### src/rtl/loop_ctrl_pkg.sv
// Shared definitions for the loop sequencing controller: state codes,
// error-magnitude width, the registered output bundle and small helpers.
package loop_ctrl_pkg;

    localparam int DPD_W   = 19;
    localparam int MAG_W   = 18;
    localparam int ALPHA_W = 3;
    localparam int BETA_W  = 4;

    localparam logic signed [DPD_W-1:0] DPD_MIN = {1'b1, {(DPD_W-1){1'b0}}};
    localparam logic        [MAG_W-1:0] MAG_MAX = '1;

    typedef enum logic [2:0] {
        S_IDLE    = 3'd0,
        S_LOAD    = 3'd1,
        S_PER_CAL = 3'd2,
        S_ACQ     = 3'd3,
        S_TRACK   = 3'd4,
        S_FAIL    = 3'd5
    } state_t;

    // Which side of the threshold extends the run: below while acquiring,
    // at-or-above while tracking (looking for loss of lock).
    typedef enum logic {
        RUN_BELOW = 1'b0,
        RUN_ABOVE = 1'b1
    } run_mode_t;

    typedef struct packed {
        logic               rst_l_per;
        logic               rst_l_dpd;
        logic               open_loop;
        logic [ALPHA_W-1:0] alpha;
        logic [BETA_W-1:0]  beta;
        logic               locked;
        logic               fail;
    } ctrl_out_t;

    localparam ctrl_out_t CTRL_RST = '{
        rst_l_per: 1'b1, rst_l_dpd: 1'b1, open_loop: 1'b1,
        alpha: '0, beta: '0, locked: 1'b0, fail: 1'b0
    };

    // |v| folded into MAG_W bits; the single unrepresentable value clamps.
    function automatic logic [MAG_W-1:0] abs_sat(input logic signed [DPD_W-1:0] v);
        logic [DPD_W-1:0] neg;
        neg = DPD_W'(-v);
        if (!v[DPD_W-1])
            return v[MAG_W-1:0];
        else if (v == DPD_MIN)
            return MAG_MAX;
        else
            return neg[MAG_W-1:0];
    endfunction

    // Output bundle for a given state; gains follow the live config inputs.
    function automatic ctrl_out_t outs_for(
        input state_t             s,
        input logic [ALPHA_W-1:0] alpha_acq,
        input logic [ALPHA_W-1:0] alpha_trk,
        input logic [BETA_W-1:0]  beta_acq,
        input logic [BETA_W-1:0]  beta_trk
    );
        ctrl_out_t o;
        o = '{rst_l_per: 1'b1, rst_l_dpd: 1'b1, open_loop: 1'b1,
              alpha: alpha_acq, beta: beta_acq, locked: 1'b0, fail: 1'b0};
        case (s)
            S_PER_CAL: o.rst_l_per = 1'b0;
            S_ACQ: begin
                o.rst_l_dpd = 1'b0;
                o.open_loop = 1'b0;
            end
            S_TRACK: begin
                o.rst_l_dpd = 1'b0;
                o.open_loop = 1'b0;
                o.alpha     = alpha_trk;
                o.beta      = beta_trk;
                o.locked    = 1'b1;
            end
            S_FAIL: begin
                o.rst_l_per = 1'b0;
                o.fail      = 1'b1;
            end
            default: ;
        endcase
        return o;
    endfunction

endpackage

### src/rtl/loop_seq_ctrl_if.sv
// Control/status bundle between the loop sequencer and its environment:
// requests and phase error in, loop-control and status flags out.
interface loop_seq_ctrl_if;
    import loop_ctrl_pkg::*;

    logic                     start;
    logic                     abort;
    logic signed [DPD_W-1:0]  dpd_out;

    logic                     rst_l_per;
    logic                     rst_l_dpd;
    logic                     openLoop;
    logic [ALPHA_W-1:0]       alpha;
    logic [BETA_W-1:0]        beta;
    logic                     locked;
    logic                     fail;
    logic                     unlock_evt;
    logic [2:0]               state;

    modport master (
        output start, abort, dpd_out,
        input  rst_l_per, rst_l_dpd, openLoop, alpha, beta,
               locked, fail, unlock_evt, state
    );

    modport slave (
        input  start, abort, dpd_out,
        output rst_l_per, rst_l_dpd, openLoop, alpha, beta,
               locked, fail, unlock_evt, state
    );

endinterface

### src/rtl/err_run_cnt.sv
// Phase-error magnitude and consecutive-cycle run counter. The run extends
// while the magnitude is on the selected side of the threshold and restarts
// otherwise; hit flags that this cycle's update reaches the run target.
module err_run_cnt
    import loop_ctrl_pkg::*;
#(
    parameter int LCK_W = 8
) (
    input  logic                    clk,
    input  logic                    rst,
    input  logic                    clear,
    input  run_mode_t               mode,
    input  logic [MAG_W-1:0]        thr,
    input  logic [LCK_W-1:0]        lock_cnt,
    input  logic signed [DPD_W-1:0] dpd_out,
    output logic                    hit
);

    logic [MAG_W-1:0] mag;
    logic             in_run;
    logic [LCK_W-1:0] run_q;
    logic [LCK_W-1:0] run_inc;
    logic [LCK_W-1:0] target;

    // Next run value and target comparison; hit is taken from the updated
    // value so a run of N cycles is acted on at the end of the N-th cycle.
    always_comb begin
        // NOTE: every always_comb output gets a default first so no path can leave it unassigned and infer a latch.
        run_inc = '0;
        mag     = abs_sat(dpd_out);
        in_run  = (mode == RUN_BELOW) ? (mag < thr) : (mag >= thr);
        target  = (lock_cnt == '0) ? LCK_W'(1) : lock_cnt;
        if (in_run)
            run_inc = (run_q == '1) ? run_q : run_q + 1'b1;
        hit = (run_inc == target);
    end

    // Run counter register, cleared whenever the sequencer changes state.
    always_ff @(posedge clk or negedge rst) begin
        // NOTE: state registers use non-blocking assignments so every flop samples pre-edge values.
        if (!rst)
            run_q <= '0;
        else if (clear)
            run_q <= '0;
        else
            run_q <= run_inc;
    end

endmodule

### src/rtl/loop_seq_ctrl.sv
// Acquisition/tracking sequencer for a DLL/PLL loop: period-estimator
// settling, acquisition with timeout, lock tracking with unlock detection.
// All outputs are registered and describe the state being entered.
module loop_seq_ctrl
    import loop_ctrl_pkg::*;
#(
    parameter int TMR_W = 16,
    parameter int LCK_W = 8
) (
    input  logic               clk,
    input  logic               rst,
    loop_seq_ctrl_if.slave     bus,
    input  logic [TMR_W-1:0]   per_settle,
    input  logic [TMR_W-1:0]   acq_timeout,
    input  logic [MAG_W-1:0]   lock_thr,
    input  logic [MAG_W-1:0]   unlock_thr,
    input  logic [LCK_W-1:0]   lock_cnt,
    input  logic [ALPHA_W-1:0] alpha_acq,
    input  logic [ALPHA_W-1:0] alpha_trk,
    input  logic [BETA_W-1:0]  beta_acq,
    input  logic [BETA_W-1:0]  beta_trk
);

    state_t           st_q;
    state_t           st_nx;
    logic [TMR_W-1:0] timer_q;
    logic [TMR_W-1:0] per_lim;
    logic [TMR_W-1:0] acq_lim;
    logic             run_hit;
    logic             run_clear;
    logic             tracking;
    ctrl_out_t        ctrl_q;
    logic             unlock_q;

    assign tracking  = (st_q == S_TRACK);
    // The run only survives within one ACQ or TRACK stay.
    assign run_clear = (st_nx != st_q) || !(st_q == S_ACQ || tracking);

    err_run_cnt #(.LCK_W(LCK_W)) u_run (
        .clk      (clk),
        .rst      (rst),
        .clear    (run_clear),
        .mode     (tracking ? RUN_ABOVE : RUN_BELOW),
        .thr      (tracking ? unlock_thr : lock_thr),
        .lock_cnt (lock_cnt),
        .dpd_out  (bus.dpd_out),
        .hit      (run_hit)
    );

    // Next-state decision; abort overrides every other transition.
    always_comb begin
        st_nx   = st_q;
        per_lim = (per_settle == '0) ? '0 : per_settle - 1'b1;
        acq_lim = (acq_timeout == '0) ? '0 : acq_timeout - 1'b1;
        case (st_q)
            S_IDLE:    if (bus.start) st_nx = S_LOAD;
            S_LOAD:    st_nx = S_PER_CAL;
            S_PER_CAL: if (timer_q == per_lim) st_nx = S_ACQ;
            S_ACQ: begin
                // Lock takes precedence over a coincident timeout.
                if (run_hit)
                    st_nx = S_TRACK;
                else if (timer_q == acq_lim)
                    st_nx = S_FAIL;
            end
            S_TRACK:   if (run_hit) st_nx = S_ACQ;
            S_FAIL:    if (bus.start) st_nx = S_LOAD;
            default:   st_nx = S_IDLE;
        endcase
        if (bus.abort)
            st_nx = S_IDLE;
    end

    // State, dwell timer and registered outputs for the state being entered.
    always_ff @(posedge clk or negedge rst) begin
        if (!rst) begin
            st_q     <= S_IDLE;
            timer_q  <= '0;
            ctrl_q   <= CTRL_RST;
            unlock_q <= 1'b0;
        end else begin
            st_q <= st_nx;
            if (st_nx != st_q || !(st_q == S_PER_CAL || st_q == S_ACQ))
                timer_q <= '0;
            else
                timer_q <= timer_q + 1'b1;
            ctrl_q   <= outs_for(st_nx, alpha_acq, alpha_trk, beta_acq, beta_trk);
            unlock_q <= tracking && (st_nx == S_ACQ);
        end
    end

    assign bus.state      = st_q;
    assign bus.rst_l_per  = ctrl_q.rst_l_per;
    assign bus.rst_l_dpd  = ctrl_q.rst_l_dpd;
    assign bus.openLoop   = ctrl_q.open_loop;
    assign bus.alpha      = ctrl_q.alpha;
    assign bus.beta       = ctrl_q.beta;
    assign bus.locked     = ctrl_q.locked;
    assign bus.fail       = ctrl_q.fail;
    assign bus.unlock_evt = unlock_q;

endmodule

### src/flat_wrapper.sv
// flat-port wrapper written by rule: the top's interface ports become plain ports
module loop_seq_ctrl_flat import loop_ctrl_pkg::*;
#(
    parameter int TMR_W = 16,
    parameter int LCK_W = 8
)
  (clk, rst, per_settle, acq_timeout, lock_thr, unlock_thr, lock_cnt, alpha_acq, alpha_trk, beta_acq, beta_trk, bus_start, bus_abort, bus_dpd_out, bus_rst_l_per, bus_rst_l_dpd, bus_openLoop, bus_alpha, bus_beta, bus_locked, bus_fail, bus_unlock_evt, bus_state);
  loop_seq_ctrl_if bus_i ();
  input  logic clk;
  input  logic rst;
  input  logic [TMR_W-1:0] per_settle;
  input  logic [TMR_W-1:0] acq_timeout;
  input  logic [MAG_W-1:0] lock_thr;
  input  logic [MAG_W-1:0] unlock_thr;
  input  logic [LCK_W-1:0] lock_cnt;
  input  logic [ALPHA_W-1:0] alpha_acq;
  input  logic [ALPHA_W-1:0] alpha_trk;
  input  logic [BETA_W-1:0] beta_acq;
  input  logic [BETA_W-1:0] beta_trk;
  input wire logic [$bits(bus_i.start)-1:0] bus_start;
  input wire logic [$bits(bus_i.abort)-1:0] bus_abort;
  input wire logic [$bits(bus_i.dpd_out)-1:0] bus_dpd_out;
  output wire logic [$bits(bus_i.rst_l_per)-1:0] bus_rst_l_per;
  output wire logic [$bits(bus_i.rst_l_dpd)-1:0] bus_rst_l_dpd;
  output wire logic [$bits(bus_i.openLoop)-1:0] bus_openLoop;
  output wire logic [$bits(bus_i.alpha)-1:0] bus_alpha;
  output wire logic [$bits(bus_i.beta)-1:0] bus_beta;
  output wire logic [$bits(bus_i.locked)-1:0] bus_locked;
  output wire logic [$bits(bus_i.fail)-1:0] bus_fail;
  output wire logic [$bits(bus_i.unlock_evt)-1:0] bus_unlock_evt;
  output wire logic [$bits(bus_i.state)-1:0] bus_state;
  assign bus_i.start = bus_start;
  assign bus_i.abort = bus_abort;
  assign bus_i.dpd_out = bus_dpd_out;
  assign bus_rst_l_per = bus_i.rst_l_per;
  assign bus_rst_l_dpd = bus_i.rst_l_dpd;
  assign bus_openLoop = bus_i.openLoop;
  assign bus_alpha = bus_i.alpha;
  assign bus_beta = bus_i.beta;
  assign bus_locked = bus_i.locked;
  assign bus_fail = bus_i.fail;
  assign bus_unlock_evt = bus_i.unlock_evt;
  assign bus_state = bus_i.state;
  loop_seq_ctrl #(.TMR_W(TMR_W), .LCK_W(LCK_W)) u_core (.clk(clk), .rst(rst), .bus(bus_i), .per_settle(per_settle), .acq_timeout(acq_timeout), .lock_thr(lock_thr), .unlock_thr(unlock_thr), .lock_cnt(lock_cnt), .alpha_acq(alpha_acq), .alpha_trk(alpha_trk), .beta_acq(beta_acq), .beta_trk(beta_trk));
endmodule
### config.mk
export PLATFORM = sky130hd
export DESIGN_NAME = loop_seq_ctrl_flat
export DESIGN_NICKNAME = d
export VERILOG_FILES = /design/src/rtl/loop_ctrl_pkg.sv /design/src/rtl/loop_seq_ctrl_if.sv /design/src/rtl/err_run_cnt.sv /design/src/rtl/loop_seq_ctrl.sv /design/src/flat_wrapper.sv
export SDC_FILE = /design/constraint.sdc
export NUM_CORES = 1
export LEC_CHECK = 0
export ABC_AREA = 1
export CAP_MARGIN = 20
export CORE_ASPECT_RATIO = 1.2
export CORE_MARGIN = 5
export CORE_UTILIZATION = 55
export CTS_BUF_LIST = sky130_fd_sc_hd__clkbuf_8
export DETAILED_ROUTE_END_ITERATION = 10
export GPL_TIMING_DRIVEN = 0
export PLACE_DENSITY = 0.9
export RECOVER_POWER = 25
export SLEW_MARGIN = 20
export SYNTH_ARGS = -nofsm -noshare
export SYNTH_HDL_FRONTEND = slang
export SYNTH_SLANG_ARGS = --single-unit
### constraint.sdc
create_clock -name clk -period 10.85 [get_ports clk]
set_input_delay 1.6275 -clock clk [delete_from_list [all_inputs] [get_ports clk]]
set_output_delay 1.6275 -clock clk [all_outputs]
set_load 0.02 [all_outputs]
==> summary.txt, run 1 <==
Placed design
  – Hpwl dp: 11400 microns
  – IO buf count: 128
  – Placed Area: 0.00615 sq mm
  – Global placer's final weighted congestion: 0.886
  – Inst Count DP: 987
  – Place WS: 3.94 ns

STA
  – Setup TNS: 0 ns
  – Clk_skew: 0.0127 ns
  – Fin crit share: 61.2%
  – Max Slew Vio Count: 33
  – Final Critical Period: 6.64 ns
  – Final setup violating endpoints: 0
  – Worst-margin pin slew: 1.71 ns
  – Slew HR: -13.7%
  – Final hold slack: 0.512 ns
  – Final Hold Viols: 0
  – Max Clock Freq: 151 MHz
  – Unrepaired setup endpoints after global routing: no
  – Final WS setup: 4.21 ns

Finish
  – Share of cells above drive strength 1: 9.57%
  – Layout Nets: 1013
  – Finished Layout Cells: 995
  – Final core utilization: 73.7%
  – Area grow syn2layout: 32.8%
  – Ant. Diodes: 0
  – Finished Cell Area: 0.00625 sq mm

Setup path
  – Slowest cell delay on critical path: 0.51 ns
  – Crit-path most repeated cell: nand2_1
  – Worst Setup Start Kind: input port
  – Crit path DAT: 6.87 ns
  – Critical Path End Type: flip-flop
  – Slowest CP cell: nor4_1
  – CP max FO: 10
  – CP Class: input port to flip-flop
  – Required @ worst endpoint: 11.08 ns

Global route
  – Initial antenna violation count: 0
  – GRT Total Usage: 25.6%
  – First-pass GRT wire length: 22300 microns
  – Grt total ovfl: 0
  – Largest net degree at the start of global routing: 33
  – Vias in the first global route: 5420

Run
  – MaxCap Viol Count: 1

CTS
  – Post-CTS setup buffers: 0
  – H-tree levels: 2
  – TritonCTS clock tree: done
  – Clk sinks: 39
  – CTS Buf Count: 5
  – Clock Tree Buf Depth: 2
  – Post_cts resized: 0
  – Number of hold buffers added after CTS: 0
  – Skew-Pair Late Insertion Delay: 0.30 ns
  – CTS clock-pin slew for the worst setup and hold paths: 0.09 ns
  – Root Buffer Master: clkbuf_8

Synth
  – #FFs+latches synth: 39
  – Syn Area/Cell: 6.35 sq um
  – Synthesized area: 0.00471 sq mm
  – Post-Synthesis Cells: 741
  – Post-synth EDFFs: 0
  – Sequential share of the synthesized area: 20.8%
  – Total nets after synthesis: 877
  – Yosys warning count: 0
  – Synth Flop Type: dfrtp_1
  – Post-synthesis cell type count: 39
  – Asr flop ratio synth: 100%

Outcome
  – Failing checks: capacitance limit, slew limit
  – Status: finished with violations

Die
  – Core Region: 0.00847 sq mm
  – Die Y: 111 microns
  – Std cell rows: 37
  – IO Count: 129
  – Die area: 0.0105 sq mm
  – Chip width: 94.4 microns
  – Initial core utilization: 55.5%

Power
  – Leakage: 3.05 nW
  – Switching share of power: 33.3%
  – Total power per unit cell area: 72.7 mW/mm^2
  – Overall Power: 0.454 mW
  – Reg power frac: 33.9%
  – Clock Power Share: 28.0%
  – P_sw: 0.151 mW
  – Combinational power share: 38.1%
  – Int Pwr: 0.303 mW
  – Peak supply drop: 49.9 uV

Route
  – Routed WL: 13400 microns
  – DR iter-0 viols: 206
  – Vias: 5276
  – Vias/cell: 5.30
  – Final ANT Viol Nets: 0
  – DR pass1 iterations: 7
  – DRC viols: 0
  – Drt wl/cell: 13.5 microns

Hold path
  – HP Class: flip-flop to flip-flop
[flip-flops by register name, indices dropped and copies added, names as in the netlist]
| register | flops |
|---|---|
| u_core.timer_q | 16 |
| u_core.u_run.run_q | 8 |
| u_core.bus.beta | 4 |
| u_core.bus.alpha | 3 |
| u_core.bus.state | 3 |
| u_core.bus.fail | 1 |
| u_core.bus.locked | 1 |
| u_core.bus.openLoop | 1 |
| u_core.bus.rst_l_per | 1 |
| u_core.bus.unlock_evt | 1 |
[per-layer routing]
metal / vias to the layer above / routed length, microns / track usage [%]
li1: 2642 / - / -
met5: - / 0 / 0
met2: 209 / 7560 / 50.7
met4: 0 / 410 / 10.9
met3: 39 / 770 / 4.14
met1: 2386 / 4680 / 25.3
[power by group through the flow]
stage	combinational [mW]	clock (mW)	sequential, mW
after detailed placement	0.173	0	0.157
after global routing	0.192	0.132	0.154
final	0.173	0.127	0.154
after global placement	0.165	0	0.157
after floorplan	0.0904	0	0.161
after CTS	0.174	0.127	0.154
[logic make-up (layout without fill, tap and decap cells)]
family                   after synthesis  after routing  share of synthesized area, %
XOR/XNOR                              46             46                          8.56
AO/OA/AOI/OAI                         34             34                          4.09
flip-flops                            39             39                          20.8
adder cells (fa/ha/maj)               23             23                          6.12
buffers and inverters                107            244                          9.31
AND/OR/NAND/NOR                      475            475                          47.5
multiplexers                          17             17                          3.62
[path summary, 6_finish.rpt]
kind                       slack, ns                start  cells after the start                    end
setup / recovery                4.21       bus_dpd_out[0]                     36      u_core.timer_q[7]
hold / removal                  0.51    u_core.timer_q[0]                      1      u_core.timer_q[0]
setup reg to reg                5.79  u_core.bus.state[0]                     28      u_core.timer_q[7]
hold reg to reg                 0.51    u_core.timer_q[0]                      1      u_core.timer_q[0]
max in group asynchronous       7.66                  rst                      2  u_core.u_run.run_q[6]
min in group asynchronous       1.24                  rst                      1      u_core.timer_q[0]
[cells in the mapped netlist (2+ instances only)]
library cell  number  area share, %
nand3_1           79            8.4
clkbuf_1           3           0.24
nor2_1            86            6.9
a21o_1             2           0.32
nor4_1             4           0.53
inv_2              9           0.72
o31ai_1            2           0.32
nor2_2            13            1.7
a21oi_1            9           0.96
dfrtp_1           37             20
nand4_1           18            2.4
buf_4              2           0.32
o21ai_1            4           0.43
buf_2              2           0.21
ha_1              23            6.1
nand3b_1           4           0.64
mux2i_1           17            3.6
inv_1             87            6.9
o21bai_1           4           0.64
nor3_1            15            1.6
nor3_2             2           0.43
nor2_4            12            2.9
nand2_1          208             17
buf_6              2           0.48
nand2_2            6           0.80
dfstp_2            2            1.1
or2_2             16            2.1
o21ai_0           12            1.3
nand3_2            7            1.5
xnor2_1           10            1.9
xor2_1            36            6.7
[cells in the final DEF, fill, tap and decap left out, drive strengths merged, types with 16 or more instances in the layout]
cell / count
clkdlybuf4s50: 127
dfrtp: 37
ha: 23
inv: 97
mux2i: 17
nand2: 214
nand3: 87
nand4: 19
nor2: 111
nor3: 17
o21ai: 16
or2: 18
xor2: 36
[critical path, delay by kind of cell]
| family | cells | cell delay (ns) |
|---|---|---|
| simple gates | 27 | 3.43 |
| fa+ha+maj | 2 | 0.46 |
| buf+inv | 7 | 1.36 |
[layout make-up]
type | instances | area, sq um
plain buffers | 11 | 77.6
fillers | 681 | 2220
inverters | 96 | 360
well taps | 117 | 146
repair buffers | 129 | 1280
clock buffers | 5 | 68.8
clock inverters | 3 | 47.5
flip-flops and latches | 39 | 978
multi-input cells | 595 | 3290
Note: power is estimated with default switching activity, not from simulation.
==> inputs of run 2 (changes only) <==
CORE_UTILIZATION = 51   (was 55)
PLACE_DENSITY = 0.84   (was 0.9)
clock period = 6.8 ns   (was 10.85 ns; I/O delays follow)
==> summary.txt, run 2 (synthesized netlist as in run 1, its figures left out) <==
Setup path
  – CP max FO: 10
  – Slowest CP cell: nor4_1
  – Worst Setup Start Kind: input port
  – CP Class: input port to flip-flop
  – Required @ worst endpoint: 7.03 ns
  – Slowest cell delay on critical path: 0.47 ns
  – Crit-path most repeated cell: nand2_1
  – Critical Path End Type: flip-flop
  – Crit path DAT: 6.02 ns

Global route
  – Largest net degree at the start of global routing: 32
  – Initial antenna violation count: 0
  – Vias in the first global route: 5223
  – GRT met1 Usage: 23.3%
  – Met3 Resource Use GR: 4.61%
  – Grt total ovfl: 0
  – First-pass GRT wire length: 21800 microns
  – Grt peak-use layer: met2
  – GRT Total Usage: 22.9%
  – Global Route met2 Usage: 45.6%

Finish
  – Largest Register: u_core.timer_q
  – Area grow syn2layout: 32.3%
  – Share of cells above drive strength 1: 9.57%
  – Sequential cell area: 978 sq um
  – Final core utilization: 68.9%
  – Ant. Diodes: 0
  – Largest register FFs: 16
  – Layout Nets: 1013
  – Filler Cell Count: 749
  – Footprint of the multi-input gates: 0.00329 sq mm
  – Most common cell after layout, fill and taps aside: nand2_1
  – Commonest non-fill, non-tap cells in the layout: nand2_1 (208), clkdlybuf4s50_1 (127), inv_1 (87)

Hold path
  – HP Class: flip-flop to flip-flop

STA
  – Unrepaired setup endpoints after global routing: no
  – Final Hold Viols: 0
  – Slew HR: -8.77%
  – Final setup violating endpoints: 0
  – Setup TNS: 0 ns
  – Max Slew Vio Count: 32
  – Worst-margin pin slew: 1.63 ns
  – Fin crit share: 85.1%
  – Final Critical Period: 5.79 ns
  – Max Clock Freq: 173 MHz
  – Clk_skew: 0.00650 ns

Die
  – Chip width: 97.7 microns
  – Initial core utilization: 52.1%
  – Core Region: 0.00903 sq mm
  – IO Count: 129
  – Die Y: 115 microns
  – Std cell rows: 38
  – Die area: 0.0113 sq mm

Route
  – Vias/cell: 5.12
  – DR pass1 iterations: 5
  – Routed WL: 12800 microns
  – DRC viols: 0
  – Vias: 5105
  – DR iter-0 viols: 185
  – Drt wl/cell: 12.8 microns
  – Final ANT Viol Nets: 0

CTS
  – CTS Buf Count: 5
  – Root Buffer Master: clkbuf_8
  – Clock Tree Buf Depth: 2
  – Skew-Pair Late Insertion Delay: 0.29 ns
  – Number of hold buffers added after CTS: 0
  – H-tree levels: 2
  – Clk sinks: 39
  – TritonCTS clock tree: done
  – Post-CTS setup buffers: 0
  – Post_cts resized: 0
  – CTS clock-pin slew for the worst setup and hold paths: 0.08 ns

Outcome
  – Status: finished with violations
  – Failing checks: capacitance limit, slew limit

Power
  – Switching share of power: 34.4%
  – Peak supply drop: 77.3 uV
  – Reg power frac: 36.3%
  – Total power per unit cell area: 109 mW/mm^2
  – Overall Power: 0.676 mW
  – Leakage: 3.03 nW
  – Clock Power Share: 23.4%
  – P_sw: 0.233 mW
  – Int Pwr: 0.443 mW
  – Combinational power share: 40.3%

Run
  – MaxCap Viol Count: 1

Placed design
  – IO buf count: 128
  – Hpwl dp: 10900 microns
  – Global placer's final weighted congestion: 0.914
==> run 2: cell types whose count changed in the layout (fill, tap and decap cells not counted) <==
| cell | change |
|---|---|
| bufinv_16 | -1 |
| clkinv_2 | +1 |
| clkinv_4 | -1 |
| clkinvlp_4 | +2 |
| inv_6 | -1 |
==> run 2: worst paths after layout <==
check / endpoint / cells after the start / slack, ns / from
max: u_core.timer_q[5] / 36 / 1.01 / bus_dpd_out[0]
min: u_core.timer_q[0] / 1 / 0.52 / u_core.timer_q[0]
max reg2reg: u_core.timer_q[5] / 28 / 1.92 / u_core.bus.state[0]
min reg2reg: u_core.timer_q[0] / 1 / 0.52 / u_core.timer_q[0]
max in group asynchronous: u_core.timer_q[15] / 2 / 4.24 / rst
min in group asynchronous: u_core.timer_q[3] / 1 / 0.67 / rst
==> run 2: metal layers <==
metal / vias up / routed length [microns]
met5: - / 0
met4: 0 / 387
met3: 35 / 696
met2: 156 / 6890
met1: 2265 / 4810
li1: 2649 / -
==> run 2: critical path: cells and delay by family <==
| family | cells | cell delay (ns) |
|---|---|---|
| fa+ha+maj | 2 | 0.44 |
| simple gates | 27 | 3.21 |
| buf+inv | 7 | 1.33 |
==> run 2: per-stage QoR <==
stage / worst slack (ns) / cell area, sq um / instances / hold slack (ns)
after floorplan: 1.98 / 4710 / 741 / 0.451
after global placement: 0.814 / 6140 / 989 / 0.484
after detailed placement: 0.746 / 6150 / 990 / 0.507
after CTS: 1.03 / 6240 / 998 / 0.519
after global routing: 0.372 / 6220 / 998 / 0.534
final: 1.01 / 6220 / 998 / 0.516
==> run 2: power by group through the flow <==
stage / Sequential [mW] / Clock (mW) / Combinational [mW]
2_1_floorplan: 0.256 / 0 / 0.144
3_3_place_gp: 0.250 / 0 / 0.266
3_5_place_dp: 0.250 / 0 / 0.274
4_1_cts: 0.246 / 0.160 / 0.275
5_1_grt: 0.247 / 0.171 / 0.304
6_report: 0.245 / 0.158 / 0.272
==> run 2: area by class of cell <==
class | instances | area share (%)
multi-input combinational | 595 | 52.9
buffer | 11 | 1.25
sequential | 39 | 15.7
inverter | 96 | 5.79
clock inverter | 3 | 0.322
timing repair buffer | 129 | 20.5
tap | 120 | 2.41
clock buffer | 5 | 1.11
